### src/rtl/seq_divider_32_if.sv
// rtl/seq_divider_32_if.sv - start/busy/done handshake and operand/result bundle for the divider
interface seq_divider_32_if #(
    parameter int WIDTH = 32
) ();
    logic             start;
    logic [WIDTH-1:0] dividend;
    logic [WIDTH-1:0] divisor;
    logic             busy;
    logic             done;
    logic             div_by_zero;
    logic [WIDTH-1:0] quotient;
    logic [WIDTH-1:0] remainder;

    modport master (
        output start, dividend, divisor,
        input  busy, done, div_by_zero, quotient, remainder
    );

    modport slave (
        input  start, dividend, divisor,
        output busy, done, div_by_zero, quotient, remainder
    );
endinterface

### src/rtl/seq_divider_32.sv
// rtl/seq_divider_32.sv - restoring unsigned divider, one quotient bit per clock
module seq_divider_32 #(
    parameter int WIDTH = 32
) (
    input  logic            clk,
    input  logic            rst_n,
    seq_divider_32_if.slave bus
);
    localparam int CW = (WIDTH > 2) ? $clog2(WIDTH) : 1;
    localparam logic [CW-1:0] COUNT_LAST = CW'(WIDTH - 1);

    typedef enum logic [1:0] {IDLE, RUN, ZERO, DONE} state_t;

    state_t           state;
    logic [WIDTH-1:0] rem;
    logic [WIDTH-1:0] dq;
    logic [WIDTH-1:0] dvs;
    logic [CW-1:0]    count;

    logic             busy_q;
    logic             done_q;
    logic             dbz_q;
    logic [WIDTH-1:0] quot_q;
    logic [WIDTH-1:0] rmd_q;

    // The partial remainder is always < divisor, so it fits WIDTH bits; only the
    // shifted trial value t needs the extra bit for divisors >= 2^(WIDTH-1).
    logic [WIDTH:0]   t;
    logic [WIDTH:0]   d;
    logic             borrow;
    logic [WIDTH-1:0] nxt_rem;
    logic [WIDTH-1:0] nxt_dq;

    always_comb begin
        t       = {rem, dq[WIDTH-1]};
        d       = t - {1'b0, dvs};
        borrow  = d[WIDTH];
        nxt_rem = borrow ? t[WIDTH-1:0] : d[WIDTH-1:0];
        nxt_dq  = {dq[WIDTH-2:0], ~borrow};
    end

    always_ff @(posedge clk or negedge rst_n) begin
        if (!rst_n) begin
            state  <= IDLE;
            rem    <= '0;
            dq     <= '0;
            dvs    <= '0;
            count  <= '0;
            busy_q <= 1'b0;
            done_q <= 1'b0;
            dbz_q  <= 1'b0;
            quot_q <= '0;
            rmd_q  <= '0;
        end else begin
            case (state)
                IDLE: begin
                    if (bus.start) begin
                        rem    <= '0;
                        dq     <= bus.dividend;
                        dvs    <= bus.divisor;
                        count  <= '0;
                        busy_q <= 1'b1;
                        state  <= (bus.divisor == '0) ? ZERO : RUN;
                    end
                end
                RUN: begin
                    rem   <= nxt_rem;
                    dq    <= nxt_dq;
                    count <= count + 1'b1;
                    if (count == COUNT_LAST) begin
                        state  <= DONE;
                        busy_q <= 1'b0;
                        done_q <= 1'b1;
                        dbz_q  <= 1'b0;
                        quot_q <= nxt_dq;
                        rmd_q  <= nxt_rem;
                    end
                end
                ZERO: begin
                    // dq still holds the untouched dividend
                    state  <= DONE;
                    busy_q <= 1'b0;
                    done_q <= 1'b1;
                    dbz_q  <= 1'b1;
                    quot_q <= '1;
                    rmd_q  <= dq;
                end
                DONE: begin
                    done_q <= 1'b0;
                    state  <= IDLE;
                end
                default: state <= IDLE;
            endcase
        end
    end

    assign bus.busy        = busy_q;
    assign bus.done        = done_q;
    assign bus.div_by_zero = dbz_q;
    assign bus.quotient    = quot_q;
    assign bus.remainder   = rmd_q;
endmodule
### src/flat_wrapper.sv
// flat-port wrapper written by rule: the top's interface ports become plain ports
module seq_divider_32_flat 
#(
    parameter int WIDTH = 32
)
  (clk, rst_n, bus_start, bus_dividend, bus_divisor, bus_busy, bus_done, bus_div_by_zero, bus_quotient, bus_remainder);
  seq_divider_32_if #(.WIDTH(WIDTH)) bus_i ();
  input  logic clk;
  input  logic rst_n;
  input wire logic [$bits(bus_i.start)-1:0] bus_start;
  input wire logic [$bits(bus_i.dividend)-1:0] bus_dividend;
  input wire logic [$bits(bus_i.divisor)-1:0] bus_divisor;
  output wire logic [$bits(bus_i.busy)-1:0] bus_busy;
  output wire logic [$bits(bus_i.done)-1:0] bus_done;
  output wire logic [$bits(bus_i.div_by_zero)-1:0] bus_div_by_zero;
  output wire logic [$bits(bus_i.quotient)-1:0] bus_quotient;
  output wire logic [$bits(bus_i.remainder)-1:0] bus_remainder;
  assign bus_i.start = bus_start;
  assign bus_i.dividend = bus_dividend;
  assign bus_i.divisor = bus_divisor;
  assign bus_busy = bus_i.busy;
  assign bus_done = bus_i.done;
  assign bus_div_by_zero = bus_i.div_by_zero;
  assign bus_quotient = bus_i.quotient;
  assign bus_remainder = bus_i.remainder;
  seq_divider_32 #(.WIDTH(WIDTH)) u_core (.clk(clk), .rst_n(rst_n), .bus(bus_i));
endmodule
### config.mk
export PLATFORM = sky130hd
export DESIGN_NAME = seq_divider_32_flat
export DESIGN_NICKNAME = d
export VERILOG_FILES = /design/src/rtl/seq_divider_32_if.sv /design/src/rtl/seq_divider_32.sv /design/src/flat_wrapper.sv
export SDC_FILE = /design/constraint.sdc
export NUM_CORES = 1
export LEC_CHECK = 0
export ABC_AREA = 1
export BUFFER_PORTS_ARGS = -buffer_cell sky130_fd_sc_hd__buf_2
export CAP_MARGIN = 25
export CORE_MARGIN = 10
export CORE_UTILIZATION = 64
export DETAILED_ROUTE_END_ITERATION = 10
export PLACE_DENSITY = 0.95
export SETUP_SLACK_MARGIN = 0.1
export SLEW_MARGIN = 40
export SYNTH_ARGS = -nofsm -noshare
export SYNTH_HDL_FRONTEND = slang
export SYNTH_SLANG_ARGS = --single-unit
### constraint.sdc
create_clock -name clk -period 3.7 [get_ports clk]
set_input_delay 0.555 -clock clk [delete_from_list [all_inputs] [get_ports clk]]
set_output_delay 0.555 -clock clk [all_outputs]
set_load 0.01 [all_outputs]
==> reports/qor.txt <==
status = finished, final reports clean
P&R area growth vs syn = 11.4%
Via density = 5.56
final clock skew = 0.00840 ns
total number of vias = 10.5k
clock latency on the worst-skew pair = 0.43 ns
Syn Area/Cell = 7.13 um2
Syn. warnings = 0
Post-Syn Area = 11100 um2
I/O pin count = 134
global-route wire length before repair = 48300 um
Worst Setup Start Kind = flop
Hold Crit Class = in -> async
Finished Layout Cells = 1891
max-cap violations = 0
largest net degree at the start of global routing = 95
post-CTS sizing = 0
clock-pin transition on the worst setup and hold timing paths = 0.07 ns
Inserted Clock Buffers = 17
Max Slew Vio Count = 0
clk buf depth = 2
Clk Tree Root Cell = clkbuf_16
vias in the first global route = 9969
total wire length = 30100 um
DP Wirelength = 22200 um
cell taking the most area after synthesis = dfrtp_1
Switching Share = 49.7%
post-synthesis net count = 1658
Max Clk Rate = 0.336 GHz
Static Leak = 0.00758 uW
H-tree depth = 4
Wirelength per Cell = 15.9 um
Inst Count DP = 1858
Reg power frac = 29.2%
Switch Pwr = 5300 uW
critical path class = reg -> reg
cell area after layout = 12300 um2
CTS tree = yes
Total Nets Final = 1764
GRT Total Usage = 26.1%
Clk pwr share = 16.7%
layout cell share with drive strength beyond 1 = 16.2%
Post-CTS Setup Inserts = 0
Post-synth EDFFs = 0
row count = 47
WP data arrival = 3.30 ns
Seq/Total Area, Yosys = 38.5%
DIE AREA = 22900 um2
total core area = 16800 um2
Hold Fails Final Rpt = 0
top-area cell type share of the netlist area = 38.5%
post-layout util = 73.5%
internal cell power = 5360 uW
die span in x = 151 um
Tcrit/Tclk final = 80.4%
async set-reset flop share out of synthesis = 100%
Remaining DRCs = 0
top-count cell post-synth = nand2_1
worst slew pin tran = 0.738 ns
Starting Density = 66.0%
height of the die = 151 um
Congestion Overflow GR = 0
CP endpoint kind = flop
Comb power frac = 54.1%
Placer Congestion = 0.969
initial antenna violation count = 0
Worst VDD drop = 0.566 mV
Power Dens Cells = 866 nW/um2
Yosys reg bits = 170
Synth cell types = 45
Final Total Pwr = 10700 uW
WP data required = 4.02 ns
Worst Path Max Fanout = 32
Post-DP Area = 11700 um2
Area contributors post-synth = dfrtp_1 (38%), nand2_1 (21%), inv_1 (7.0%)
Rel. slew slack = 50.8%
I/O Buffers = 133
crit path time final = 2.97 ns
Mapped Cells = 1551
Post-CTS Hold Buffers = 0
synth cell count leaders = nand2_1 (607), inv_1 (207), dfrtp_1 (170)
drt first pass iters = 5
Clock Sinks = 170
DR iter-0 viols = 990
antenna viol nets, final = 0
RSZ-0062 raised after global routing = no
setup TNS = 0 ns
final setup vio count = 0
ys flop type = dfrtp_1
-- cell usage in the layout (no fill, tap or decap), types with 5 or more instances in the layout --
| cell | n |
|---|---|
| nand2_1 | 606 |
| a21oi_1 | 77 |
| nand4_1 | 12 |
| nor4_1 | 5 |
| buf_4 | 11 |
| buf_2 | 132 |
| dfrtp_1 | 170 |
| nand3_1 | 72 |
| inv_1 | 206 |
| nor3_1 | 5 |
| nor2_1 | 61 |
| o21ai_0 | 107 |
| inv_2 | 6 |
| nand2_2 | 10 |
| and2_1 | 6 |
| inv_8 | 6 |
| clkbuf_16 | 17 |
| nand3_2 | 25 |
| ha_1 | 38 |
| xor2_1 | 11 |
| nand2_4 | 34 |
-- per-stage QoR --
stage / setup slack, ns / hold WS (ns)
floorplan: 1.44 / 0.259
global placement: 0.945 / 0.448
detailed placement: 0.855 / 0.453
CTS: 0.806 / 0.235
global route: 0.560 / 0.243
finish: 0.726 / 0.180
-- flip-flops by register name, indices dropped and copies added, names as in the netlist, 2 cells and up --
register / cells
u_core.dvs: 32
u_core.count: 5
u_core.bus.remainder: 32
u_core.state: 2
u_core.dq: 32
u_core.rem: 32
u_core.bus.quotient: 32
-- layout make-up --
| cell class | instances | area [um2] |
|---|---|---|
| repair buffers | 146 | 797 |
| flip-flops and latches | 170 | 4250 |
| clock inverters | 14 | 144 |
| well taps | 220 | 275 |
| inverters | 216 | 811 |
| multi-input cells | 1106 | 5590 |
| diodes | 1 | 2.50 |
| fillers | 1274 | 4450 |
| clock buffers | 18 | 439 |
-- critical path, stage by stage (launching register included) --
cell     delay, ns
dfrtp_1       0.42
inv_1         0.09
ha_1          0.14
inv_1         0.09
fa_1          0.42
nand2_1       0.09
nand2_2       0.07
nand3_2       0.09
nand2_2       0.09
nand2_2       0.09
nand2_4       0.06
nand2_4       0.09
nand2_4       0.07
nand2_8       0.20
nand2_8       0.35
nand2_1       0.22
nand3_1       0.11
nand2_1       0.10
nand2_1       0.05
-- cell families after synthesis --
family,Yosys count,share of synthesized area [%]
fa+ha+maj,40,4.59
mux,1,0.102
compound gates,202,9.60
flops,170,38.5
xor+xnor,15,1.19
simple gates,848,34.9
buf+inv,275,11.1
-- layer usage --
metal | wire [um] | up-vias | part of all wire (%) | track usage, %
met5 | 0 | - | 0 | 0
met4 | 601 | 0 | 2.0 | 7.46
met3 | 3080 | 57 | 10 | 4.83
met2 | 13700 | 541 | 45 | 41.5
met1 | 12800 | 4870 | 42 | 35.6
li1 | - | 5042 | - | -
-- power groups by stage --
stage	clock, uW	combinational, uW	sequential (uW)
detailed placement	0	5590	3110
global route	1860	6420	3190
CTS	1780	5710	3090
floorplan	0	4040	3130
finish	1780	5760	3120
global placement	0	5390	3070
-- final timing paths --
path                                         start                 endpoint  slack [ns]  cells past startpoint
min in group clk                   bus_divisor[14]           u_core.dvs[14]        0.38                      3
hold reg to reg            u_core.bus.quotient[21]  u_core.bus.quotient[21]        0.47                      2
hold / removal                               rst_n   u_core.bus.quotient[6]        0.18                      1
setup reg to reg                     u_core.dq[31]  u_core.bus.remainder[0]        0.73                     18
setup / recovery                     u_core.dq[31]  u_core.bus.remainder[0]        0.73                     18
max in group asynchronous                    rst_n          u_core.state[0]        2.61                      2
No activity file was read; power rests on OpenSTA's default activity.
